<file path="src/rtl/i2c_pkg.sv">
// Shared definitions for the I2C register target: FSM state encoding,
// address width, default target address and pointer arithmetic.
package i2c_pkg;

    localparam int I2C_ADDR_W = 7;
    localparam logic [I2C_ADDR_W-1:0] DEF_SLV_ADDR = 7'h50;

    typedef enum logic [3:0] {
        ST_IDLE      = 4'd0,
        ST_ADDR      = 4'd1,
        ST_ADDR_ACK  = 4'd2,
        ST_PTR       = 4'd3,
        ST_PTR_ACK   = 4'd4,
        ST_WDATA     = 4'd5,
        ST_WDATA_ACK = 4'd6,
        ST_RDATA     = 4'd7,
        ST_RDATA_ACK = 4'd8,
        ST_WAIT_STOP = 4'd9
    } i2c_state_e;

    // Register pointer wraps 15 -> 0.
    function automatic logic [3:0] ptr_next(input logic [3:0] p);
        return p + 4'd1;
    endfunction

endpackage

</file>
<file path="src/rtl/i2c_sync_edge.sv">
// Multi-flop synchronizer for an asynchronous bus pin with one extra flop
// for rise/fall detection. Flops reset to 1 so an idle bus shows no edge.
module i2c_sync_edge #(
    parameter int STAGES = 2
) (
    input  logic clk,
    input  logic reset,
    input  logic d_i,
    output logic level_o,
    output logic rise_o,
    output logic fall_o
);

    logic [STAGES-1:0] sync_q;
    logic [STAGES-1:0] sync_d;
    logic [STAGES:0]   chain_s;
    logic              prev_q;
    logic              prev_d;

    assign chain_s = {sync_q, d_i};

    // Next state of the synchronizer chain and the edge-detect flop.
    always_comb begin
        sync_d = chain_s[STAGES-1:0];
        prev_d = sync_q[STAGES-1];
    end

    // Synchronizer and edge flops.
    always_ff @(posedge clk) begin
        if (reset) begin
            sync_q <= {STAGES{1'b1}};
            prev_q <= 1'b1;
        end else begin
            sync_q <= sync_d;
            prev_q <= prev_d;
        end
    end

    assign level_o = sync_q[STAGES-1];
    assign rise_o  = sync_q[STAGES-1] & ~prev_q;
    assign fall_o  = ~sync_q[STAGES-1] & prev_q;

endmodule

</file>
<file path="src/rtl/i2c_target_regs.sv">
// I2C target exposing a 16 x 8-bit register bank with an auto-incrementing
// pointer; the local side reads the bank combinationally.
module i2c_target_regs
    import i2c_pkg::*;
#(
    parameter logic [I2C_ADDR_W-1:0] SLV_ADDR    = DEF_SLV_ADDR,
    parameter int                    SYNC_STAGES = 2
) (
    input  logic       clk,
    input  logic       reset,
    input  logic       scl_i,
    input  logic       sda_i,
    output logic       sda_oe,
    input  logic [3:0] loc_addr,
    output logic [7:0] loc_rdata,
    output logic       wr_strobe,
    output logic       busy
);

    logic scl_lvl_s, scl_rise_s, scl_fall_s;
    logic sda_lvl_s, sda_rise_s, sda_fall_s;
    logic start_s, stop_s, rx_bit_s, rx_last_s, ack_go_s;
    logic [7:0] rx_byte_s;

    i2c_state_e state_q, state_d;
    logic [3:0] bit_cnt_q, bit_cnt_d;
    logic [6:0] shift_q, shift_d;
    logic [3:0] ptr_q, ptr_d;
    logic [7:0] regs_q [16];
    logic [7:0] regs_d [16];
    logic       sda_oe_q, sda_oe_d;
    logic       wr_strobe_q, wr_strobe_d;
    logic       busy_q, busy_d;

    i2c_sync_edge #(.STAGES(SYNC_STAGES)) u_scl_sync (
        .clk(clk), .reset(reset), .d_i(scl_i),
        .level_o(scl_lvl_s), .rise_o(scl_rise_s), .fall_o(scl_fall_s)
    );

    i2c_sync_edge #(.STAGES(SYNC_STAGES)) u_sda_sync (
        .clk(clk), .reset(reset), .d_i(sda_i),
        .level_o(sda_lvl_s), .rise_o(sda_rise_s), .fall_o(sda_fall_s)
    );

    assign start_s   = sda_fall_s & scl_lvl_s;
    assign stop_s    = sda_rise_s & scl_lvl_s;
    assign rx_byte_s = {shift_q, sda_lvl_s};
    assign rx_bit_s  = scl_rise_s && (bit_cnt_q < 4'd8);
    assign rx_last_s = scl_rise_s && (bit_cnt_q == 4'd7);
    assign ack_go_s  = scl_fall_s && (bit_cnt_q == 4'd8);

    // Protocol FSM; START/STOP override every state.
    always_comb begin
        state_d     = state_q;
        bit_cnt_d   = bit_cnt_q;
        shift_d     = shift_q;
        ptr_d       = ptr_q;
        regs_d      = regs_q;
        sda_oe_d    = sda_oe_q;
        wr_strobe_d = 1'b0;
        busy_d      = busy_q;
        if (stop_s) begin
            state_d   = ST_IDLE;
            sda_oe_d  = 1'b0;
            busy_d    = 1'b0;
            bit_cnt_d = 4'd0;
        end else if (start_s) begin
            state_d   = ST_ADDR;
            sda_oe_d  = 1'b0;
            busy_d    = 1'b1;
            bit_cnt_d = 4'd0;
        end else begin
            case (state_q)
                ST_ADDR, ST_PTR, ST_WDATA: begin
                    if (rx_bit_s) begin
                        shift_d   = rx_byte_s[6:0];
                        bit_cnt_d = bit_cnt_q + 4'd1;
                        if (rx_last_s && state_q == ST_ADDR) begin
                            state_d = (rx_byte_s[7:1] != SLV_ADDR) ? ST_WAIT_STOP : ST_ADDR;
                        end else if (rx_last_s && state_q == ST_PTR) begin
                            ptr_d = rx_byte_s[3:0];
                        end else if (rx_last_s) begin
                            regs_d[ptr_q] = rx_byte_s;
                            wr_strobe_d   = 1'b1;
                            ptr_d         = ptr_next(ptr_q);
                        end else begin
                            state_d = state_q;
                        end
                    end else if (ack_go_s) begin
                        // The ACK state for each receive state is the next encoding.
                        state_d  = i2c_state_e'(state_q + 4'd1);
                        sda_oe_d = 1'b1;
                    end else begin
                        state_d = state_q;
                    end
                end
                ST_ADDR_ACK: begin
                    if (scl_fall_s) begin
                        bit_cnt_d = 4'd0;
                        if (shift_q[0]) begin
                            state_d  = ST_RDATA;
                            shift_d  = regs_q[ptr_q][6:0];
                            sda_oe_d = ~regs_q[ptr_q][7];
                        end else begin
                            state_d  = ST_PTR;
                            sda_oe_d = 1'b0;
                        end
                    end else begin
                        state_d = ST_ADDR_ACK;
                    end
                end
                ST_PTR_ACK, ST_WDATA_ACK: begin
                    if (scl_fall_s) begin
                        state_d   = ST_WDATA;
                        bit_cnt_d = 4'd0;
                        sda_oe_d  = 1'b0;
                    end else begin
                        state_d = state_q;
                    end
                end
                ST_RDATA: begin
                    if (scl_rise_s && bit_cnt_q < 4'd8) begin
                        bit_cnt_d = bit_cnt_q + 4'd1;
                    end else if (scl_fall_s && bit_cnt_q == 4'd8) begin
                        state_d  = ST_RDATA_ACK;
                        sda_oe_d = 1'b0;
                    end else if (scl_fall_s && bit_cnt_q != 4'd0) begin
                        shift_d  = {shift_q[5:0], 1'b0};
                        sda_oe_d = ~shift_q[6];
                    end else begin
                        state_d = ST_RDATA;
                    end
                end
                ST_RDATA_ACK: begin
                    // bit_cnt 9 marks "master ACK seen, load next byte on fall".
                    if (scl_rise_s && bit_cnt_q == 4'd8) begin
                        if (sda_lvl_s) begin
                            state_d = ST_WAIT_STOP;
                        end else begin
                            ptr_d     = ptr_next(ptr_q);
                            bit_cnt_d = 4'd9;
                        end
                    end else if (scl_fall_s && bit_cnt_q == 4'd9) begin
                        state_d   = ST_RDATA;
                        bit_cnt_d = 4'd0;
                        shift_d   = regs_q[ptr_q][6:0];
                        sda_oe_d  = ~regs_q[ptr_q][7];
                    end else begin
                        state_d = ST_RDATA_ACK;
                    end
                end
                ST_IDLE, ST_WAIT_STOP: begin
                    sda_oe_d = 1'b0;
                end
                default: begin
                    state_d  = ST_IDLE;
                    sda_oe_d = 1'b0;
                end
            endcase
        end
    end

    // State, bank and output registers.
    always_ff @(posedge clk) begin
        if (reset) begin
            state_q     <= ST_IDLE;
            bit_cnt_q   <= 4'd0;
            shift_q     <= 7'h00;
            ptr_q       <= 4'd0;
            sda_oe_q    <= 1'b0;
            wr_strobe_q <= 1'b0;
            busy_q      <= 1'b0;
            for (int i = 0; i < 16; i++) begin
                regs_q[i] <= 8'h00;
            end
        end else begin
            state_q     <= state_d;
            bit_cnt_q   <= bit_cnt_d;
            shift_q     <= shift_d;
            ptr_q       <= ptr_d;
            sda_oe_q    <= sda_oe_d;
            wr_strobe_q <= wr_strobe_d;
            busy_q      <= busy_d;
            regs_q      <= regs_d;
        end
    end

    assign sda_oe    = sda_oe_q;
    assign wr_strobe = wr_strobe_q;
    assign busy      = busy_q;
    assign loc_rdata = regs_q[loc_addr];

endmodule

</file>
<file path="config.mk">
export PLATFORM = sky130hd
export DESIGN_NAME = i2c_target_regs
export DESIGN_NICKNAME = d
export VERILOG_FILES = /design/src/rtl/i2c_pkg.sv /design/src/rtl/i2c_sync_edge.sv /design/src/rtl/i2c_target_regs.sv
export SDC_FILE = /design/constraint.sdc
export NUM_CORES = 1
export LEC_CHECK = 0
export CAP_MARGIN = 20
export CORE_MARGIN = 2
export CORE_UTILIZATION = 60
export CTS_CLUSTER_DIAMETER = 40
export CTS_CLUSTER_SIZE = 30
export DETAILED_ROUTE_END_ITERATION = 6
export PLACE_DENSITY = 0.84
export SYNTH_ARGS = -nofsm -noshare
export SYNTH_HDL_FRONTEND = slang
export SYNTH_SLANG_ARGS = --single-unit
</file>
<file path="constraint.sdc">
create_clock -name clk -period 4.6 [get_ports clk]
set_input_delay 0.46 -clock clk [delete_from_list [all_inputs] [get_ports clk]]
set_output_delay 0.46 -clock clk [all_outputs]
set_load 0.02 [all_outputs]
</file>
After elaboration in Yosys (flattened, before gate mapping)

Cells that the tools add are included.

Flip-flop bits (word level): 156
Word-level logic and storage cells: 189

$add $sub $neg: 3
Order comparisons: 4
Eq/ne operators: 44
Mux-type cells: 58
Bitwise gates (word level): 21
Reduce and logical (&&, ||, !) cells: 30

Operators by type and width:

| operator                                                  | count |
|---|---|
| bitwise mux 128 bit                                       | 1 |
| two-way mux 4 bit                                         | 23 |
| binary-select mux 8 bit (select 4 bit)                    | 2 |
| two-way mux 7 bit                                         | 8 |
| two-way mux 8 bit                                         | 5 |
| demux 8 bit (select 4 bit)                                | 1 |
| != test 2 bit (second input constant)                     | 15 |
| case mux 7 bit (4 select lines)                           | 1 |
| != test 3 bit (second input constant)                     | 9 |
| case mux 4 bit (6 select lines)                           | 1 |
| AND reduction 7 bit                                       | 3 |
| == test 4 x 3 -> 1 bit (second input constant)            | 5 |
| == test 4 bit (second input constant)                     | 4 |
| AND reduction 8 bit                                       | 2 |
| inverter 1 bit                                            | 13 |
| adder 4 x 1 -> 4 bit (second input constant)              | 3 |
| two-way mux 1 bit                                         | 12 |
| != test 4 bit (second input constant)                     | 3 |
| case mux 4 bit (3 select lines)                           | 1 |
| AND reduction 11 bit                                      | 1 |
| greater-or-equal comparator 5 bit (second input constant) | 2 |
| inverter 4 -> 5 bit                                       | 2 |
| AND reduction 10 bit                                      | 1 |
| logical AND 1 bit                                         | 9 |
| 21 further kinds                                          | 33 |

Logic depth before layout (Yosys ltp)

Gate-level depths: netlist (run 1).

Depth in word-level cells: 8
Mapped depth: 10
Depth with buffers taken out: 7

By module

A second synthesis (run 1) with hierarchy kept.

Cell total of the unflattened synthesis: 910
Area total of the unflattened synthesis: 8614.5 µm²

By module, submodules not included:

| module          | times used | cells each | area each (µm²) | seq. area each (µm²) |
|---|---|---|---|---|
| i2c_target_regs | 1          | 894        | 8429.3          | 3002.9 |
| i2c_sync_edge   | 2          | 8          | 92.6            | 60.1 |

Worst setup path before layout (run 1)

No wires, ideal clock.

Path kind: input to output
Start point: input loc_addr[0]
End point: output loc_rdata[0]
Arrival time: 2.310 ns
Slack: 1.830 ns
Cell stages on the path: 4
Cells stage by stage: clkbuf_1 -> buf_1 -> mux4_2 -> mux4_2

Cells in the longest elaborated chain, start to end: 4

Ends and longest elaborated chain:

| element                                               | RTL line               | text |
|---|---|---|
| from (decl)                                           | i2c_target_regs.sv:14  | `input logic [3:0] loc_addr,` |
| inverter 4 -> 5 bit (implied by the code)             | i2c_target_regs.sv:191 | `assign loc_rdata = regs_q[loc_addr];` |
| binary-select mux 8 bit (select 4 bit)                | i2c_target_regs.sv:191 |  |
| two-way mux 8 bit (implied by the code) (2 in series) | i2c_target_regs.sv:191 |  |
| to (decl)                                             | i2c_target_regs.sv:15  | `output logic [7:0] loc_rdata,` |

No other way between the ends. The select of a mux whose other input is x is not followed.

Worst setup path in the final report (run 1)

Start point: input loc_addr[1]
End point: output loc_rdata[5]

Same word-level chain as after synthesis.

==> summary.txt, run 1 <==
Status: finished clean
Vias in the first global route: 6,968
CP Capture Type: primary output
Maximum vdd drop: 0.3024 mV
Core area: 0.01377 sq mm
Number of synthesized flops with an enable pin: 0
Hpwl dp: 16.29 mm
Largest cells by area after synthesis: dfxtp_1 37%, mux4_2 19%, nand2_1 12%, a21oi_1 8.8%, clkbuf_1 2.5%
Ant. Diodes: 0
Total track usage: 34.65%
Mapped cell area: 0.008424 sq mm
Seq/Total Area, Yosys: 37.07%
Die Y: 122.5 um
Pwr per Cell Area: 382.7 mW/mm^2
Buffers plus inverters on the worst setup path: 3
Clk_lat worst skew: 440 ps
H-tree lvl count: 4
Ports: 19
Synth cell count leaders: 275 x nand2_1, 156 x dfxtp_1, 148 x a21oi_1, 72 x mux4_2, 56 x clkbuf_1
GR Overflow Total: 0
Row cnt: 43
Syn Nets: 978
Critical Path, Cell by Cell: clkdlybuf4s50_1 -> buf_4 -> mux4_2 -> mux4_2 -> clkdlybuf4s50_1
Largest net degree at the start of global routing: 110
CP required: 4140 ps
Vias per inst: 6.789
Bufs on Longest Clock Path: 2
Worst Setup Path Type: primary input to primary output
Tmin final: 3408 ps
Clk slew on worst S/H paths: 60 ps
DRT Pass-1 Iters: 5
CTS root buf: clkbuf_16
Yosys reg bits: 156
Crit path largest cell delay: 560 ps
Synth unique cells: 57
Post-CTS Setup Inserts: 0
Cells after DPL: 1,077
CTS resizes: 0
Slew HR: 22.69%
Core Util, Final: 66.47%
Fin crit share: 74.08%
CTS tree: done
Most frequent cell after synthesis: nand2_1
Vias: 7,536
Worst-margin pin slew: 1160 ps
Die W: 122.5 um
Leakage: 2.886 nW
Worst setup SP type: primary input
First-pass GRT wire length: 38.76 mm
Main flop type after synthesis: dfxtp_1
Hold_buf cts: 0
Num CTS Buffers: 17
Largest area contributor in the netlist: dfxtp_1
Hold Path Class: flop to flop
Ratio of cells with drive above 1 in the final layout: 14.30%
P&R area growth vs syn: 8.674%
Max cap viols: 0
DRT iter0 DRCs: 1,218
IO Port Bufs: 18
Nets: 936
Clock Sinks: 156
Starting density of the core: 61.16%
Crit path arrival time: 2950 ps
Fraction of registers with async set/reset: 0%
RSZ-0062 raised after global routing: false
WL/cell: 22.43 um
Crit path max-delay family: buffers and inverters
GP Congestion: 1.014
Hold slack: 428.7 ps
Hold Fails Final Rpt: 0
Die area: 0.01500 sq mm
Total wire length: 24.90 mm
YS warnings: 0
Crit-path max FO: 32
Antenna-violating nets left: 0
Setup Skew: 9.202 ps
Drt drc: 0
Final setup vio count: 0
Final setup TNS: 0 ps
Cell count after synthesis: 959
Final Non-Filler Cells: 1,110
Syn avg cell area: 8.784 sq um
Final Slew Violations: 0
F_max: 293.4 MHz
CP max stage cell: mux4_2
Initial antenna violation count: 0
Synth top area share: 37.07%
[worst reg2reg max path: stages (launching register included)]
cell and delay, ps:
dfxtp_1 990, xor2_1 300, a2111oi_4 930, buf_4 350, and3_1 420, nand2_1 120, a21oi_1 210
[final timing paths]
check | from | endpoint | slack [ps] | cells past startpoint
worst max-delay path | loc_addr[1] | loc_rdata[5] | 1190 | 5
worst min-delay path | u_scl_sync.sync_q[0] | u_scl_sync.sync_q[1] | 430 | 1
worst max register to register | u_sda_sync.sync_q[1] | regs_q[32] | 1200 | 6
worst min register to register | u_scl_sync.sync_q[0] | u_scl_sync.sync_q[1] | 430 | 1
[per-layer routing]
| layer | vias to the layer above | part of all wire (%) | track usage, % |
|---|---|---|---|
| met4 | 0 | 4.3 | 16.81 |
| met2 | 506 | 46 | 52.99 |
| li1 | 3339 | - | - |
| met1 | 3597 | 39 | 47.39 |
| met5 | - | 0 | 0 |
| met3 | 94 | 11 | 6.877 |
[cells in the final DEF (no fill, tap or decap), types with 3 or more instances in the layout]
master	n
nand2_1	275
o211ai_1	3
ha_1	11
or3_1	3
nand3b_1	5
mux2i_1	6
a22oi_1	17
buf_4	8
o21ai_0	17
nor2_1	16
mux4_2	72
and2_1	3
clkdlybuf4s50_1	16
dfxtp_1	154
clkbuf_16	17
nor2b_1	10
bufinv_16	3
nor3_1	3
nand3_1	24
a21oi_1	148
or4_1	3
nand2b_1	5
mux2_2	3
and3_1	18
clkinv_4	4
a211oi_1	14
inv_1	13
or2_2	8
[stage by stage]
step	total power, W	area (sq um)	worst slack (ps)
after floorplan	0.001877	8424	1830
after global placement	0.002008	8524	1227
after detailed placement	0.002019	8524	1215
after CTS	0.003482	9140	1205
after global routing	0.003600	9155	1022
final	0.003504	9155	1192
[sequential cells by signal, indices dropped and copies added, names as in the netlist]
| name | count |
|---|---|
| u_sda_sync.sync_q | 2 |
| ptr_q | 4 |
| u_scl_sync.prev_q | 1 |
| wr_strobe | 1 |
| u_sda_sync.prev_q | 1 |
| sda_oe | 1 |
| u_scl_sync.sync_q | 2 |
| state_q | 4 |
| bit_cnt_q | 4 |
| regs_q | 128 |
| shift_q | 7 |
| busy | 1 |
[report_power, final]
| group | leakage, nW | switching (W) | internal [W] | total, W |
|---|---|---|---|---|
| registers | 1.26 | 0.000125 | 0.00138 | 0.00151 |
| logic | 1.33 | 0.000312 | 0.000197 | 0.000509 |
| clock network | 0.298 | 0.000625 | 0.000864 | 0.00149 |
[cell type report]
type                       instances  area, sq um
multi-input combinational        703         4900
fill                            1116         4618
sequential                       156         3126
clock buffer                      17        425.4
timing repair buffer              26        240.2
tap                              180        225.2
clock inverter                    15        190.2
inverter                          13        48.80
[kinds of logic after synthesis]
logic type      synth area share, %
compound gates                15.91
mux                           20.36
xor+xnor                     0.2080
flops                         37.07
buf+inv                       4.916
fa+ha+maj                     1.634
simple gates                  19.90
No activity file was read; power rests on OpenSTA's default activity.
==> run 2: changes to the inputs <==
--- a/config.mk
+++ b/config.mk
@@ -7,11 +7,11 @@
 export LEC_CHECK = 0
 export CAP_MARGIN = 20
 export CORE_MARGIN = 2
-export CORE_UTILIZATION = 60
+export CORE_UTILIZATION = 56
 export CTS_CLUSTER_DIAMETER = 40
 export CTS_CLUSTER_SIZE = 30
 export DETAILED_ROUTE_END_ITERATION = 6
-export PLACE_DENSITY = 0.84
+export PLACE_DENSITY = 0.83
 export SYNTH_ARGS = -nofsm -noshare
 export SYNTH_HDL_FRONTEND = slang
 export SYNTH_SLANG_ARGS = --single-unit
==> constraint.sdc (replaced) <==
create_clock -name clk -period 2.8 [get_ports clk]
set_input_delay 0.28 -clock clk [delete_from_list [all_inputs] [get_ports clk]]
set_output_delay 0.28 -clock clk [all_outputs]
set_load 0.02 [all_outputs]
==> run 2 against run 1 <==
  * Register-to-register slack got worse by 860 ps
  * Largest cell class unchanged
  * Largest power group unchanged
  * Clock skew fell by 2.1 ps
  * Hold slack got worse by 60 ps
  * Non-clock buffer count rose by 19
  * Flip-flop and latch count did not move
  * Cell count rose by 2.1%
  * Critical path depth rose by 1
  * First-iteration DRC count fell by 24%
  * Worst setup slack got worse by 1200 ps
  * Clock-buffer cell count rose by 2
  * Highest routed layer unchanged
  * Global-route usage fell by 3.1 points
==> summary.txt, run 2 (synthesized netlist as in run 1, its figures left out) <==
DRT Pass-1 Iters: 6
RR Startpoint: state_q[3]
Hold Fails Final Rpt: 0
Buffers plus inverters on the worst setup path: 4
CTS resizes: 0
Ports: 19
Bufs on Longest Clock Path: 2
CTS tree: done
F_max: 360.6 MHz
Total track usage: 31.52%
Final setup vio count: 0
CP max stage cell: clkdlybuf4s50_1
H-tree lvl count: 4
Die W: 126.7 um
Crit-path max FO: 10
Core area: 0.01459 sq mm
Hold path cells: 2
Max cap viols: 0
Fin crit share: 99.04%
Final Slew Violations: 0
Vias: 7,588
Crit path max-delay family: buffers and inverters
GP Congestion: 0.9808
Num CTS Buffers: 17
Worst-margin pin slew: 905.4 ps
P&R area growth vs syn: 10.60%
Initial antenna violation count: 0
Hold_buf cts: 0
Largest regs: regs_q x128, shift_q x7
WL/cell: 21.95 um
CP required: 2520 ps
GR Overflow Total: 0
Slew HR: 39.64%
Final setup TNS: 0 ps
Status: finished clean
Vias in the first global route: 7,001
Ratio of cells with drive above 1 in the final layout: 15.91%
Die area: 0.01604 sq mm
Hold endpoint: regs_q[120]
Ant. Diodes: 0
First-pass GRT wire length: 39.05 mm
Clock Sinks: 156
Die Y: 126.7 um
Most frequent cells in the layout: 275 x nand2_1, 154 x dfxtp_1, 148 x a21oi_1
Clk slew on worst S/H paths: 60 ps
Worst Setup Path Type: primary input to primary output
Worst r2r dst: ptr_q[0]
R2r setup slk: 340 ps
Critical Path, Cell by Cell: clkdlybuf4s50_1 -> buf_12 -> buf_4 -> mux4_2 -> mux4_2 -> clkdlybuf4s50_1
Hold Path Class: primary input to flop
Final Non-Filler Cells: 1,133
Crit path arrival time: 2490 ps
Final instance area: 0.009318 sq mm
Setup Skew: 7.122 ps
Antenna-violating nets left: 0
Tmin final: 2773 ps
Hpwl dp: 17.33 mm
CP Capture Type: primary output
Crit path launch: loc_addr[1]
Worst setup SP type: primary input
R2r worst-path depth: 5
Cells after DPL: 1,101
Largest net degree at the start of global routing: 86
Crit path largest cell delay: 560 ps
RSZ-0062 raised after global routing: false
Clk_lat worst skew: 430 ps
Nets: 955
Total wire length: 24.87 mm
IO Port Bufs: 18
Post-CTS Setup Inserts: 0
CTS root buf: clkbuf_16
Drt drc: 0
Largest register FFs: 128
Row cnt: 44
Leakage: 2.999 nW
Hold_sp: reset
Vias per inst: 6.697
DRT iter0 DRCs: 928
Starting density of the core: 57.74%
Pwr per Cell Area: 604.5 mW/mm^2
DP Area: 0.008742 sq mm
Top reg by flops: regs_q
Power consumption: 0.005632 W
Commonest non-fill, non-tap cell in the layout: nand2_1
Maximum vdd drop: 0.4463 mV
run 2: per-stage QoR:
stage          util [%]  worst slack, ps  hold WS, ps
6_report          63.87            26.76        369.2
2_1_floorplan         -            390.4        383.8
3_5_place_dp      59.92            47.49        400.3
3_3_place_gp      59.92            49.58        395.5
4_1_cts           63.85            33.10        362.2
5_1_grt           63.87            10.13        399.8
run 2: final cells by class:
type	count	area [sq um]
Clock buffer	19	442.9
Clock inverter	13	130.1
Fill cell	1137	5271
Inverter	13	48.80
Multi-Input combinational cell	703	4900
Sequential cell	156	3126
Tap cell	184	230.2
Timing Repair Buffer	45	440.4
run 2: how the worst max path moves through the flow:
stage          depth (start not counted)      endpoint  slack (ps)
3_5_place_dp                           6  loc_rdata[0]          50
3_3_place_gp                           6  loc_rdata[0]          50
5_1_grt                                5  loc_rdata[6]          10
6_report                               6  loc_rdata[7]          30
2_1_floorplan                          4  loc_rdata[7]         390
4_1_cts                                6  loc_rdata[0]          30
run 2: power breakdown:
group	switching, W	internal [W]
sequential	0.0000676	0.00227
combinational	0.000636	0.000359
clock	0.00103	0.00127
run 2: layer usage:
layer,wire length [um],global-route usage (%),vias up
li1,-,-,3372
met1,9496,40.99,3590
met4,1089,13.32,0
met5,0,0,-
met2,11300,48.95,530
met3,2984,9.869,96
==> run 3: changes to the inputs <==
--- a/config.mk
+++ b/config.mk
@@ -5,13 +5,14 @@
 export SDC_FILE = /design/constraint.sdc
 export NUM_CORES = 1
 export LEC_CHECK = 0
-export CAP_MARGIN = 20
 export CORE_MARGIN = 2
 export CORE_UTILIZATION = 56
 export CTS_CLUSTER_DIAMETER = 40
 export CTS_CLUSTER_SIZE = 30
 export DETAILED_ROUTE_END_ITERATION = 6
 export PLACE_DENSITY = 0.83
+export SKIP_LAST_GASP = 1
 export SYNTH_ARGS = -nofsm -noshare
 export SYNTH_HDL_FRONTEND = slang
 export SYNTH_SLANG_ARGS = --single-unit
+export TNS_END_PERCENT = 50
==> results of run 3 <==
The final DEF is identical to that of run 2; final timing and power are the same.
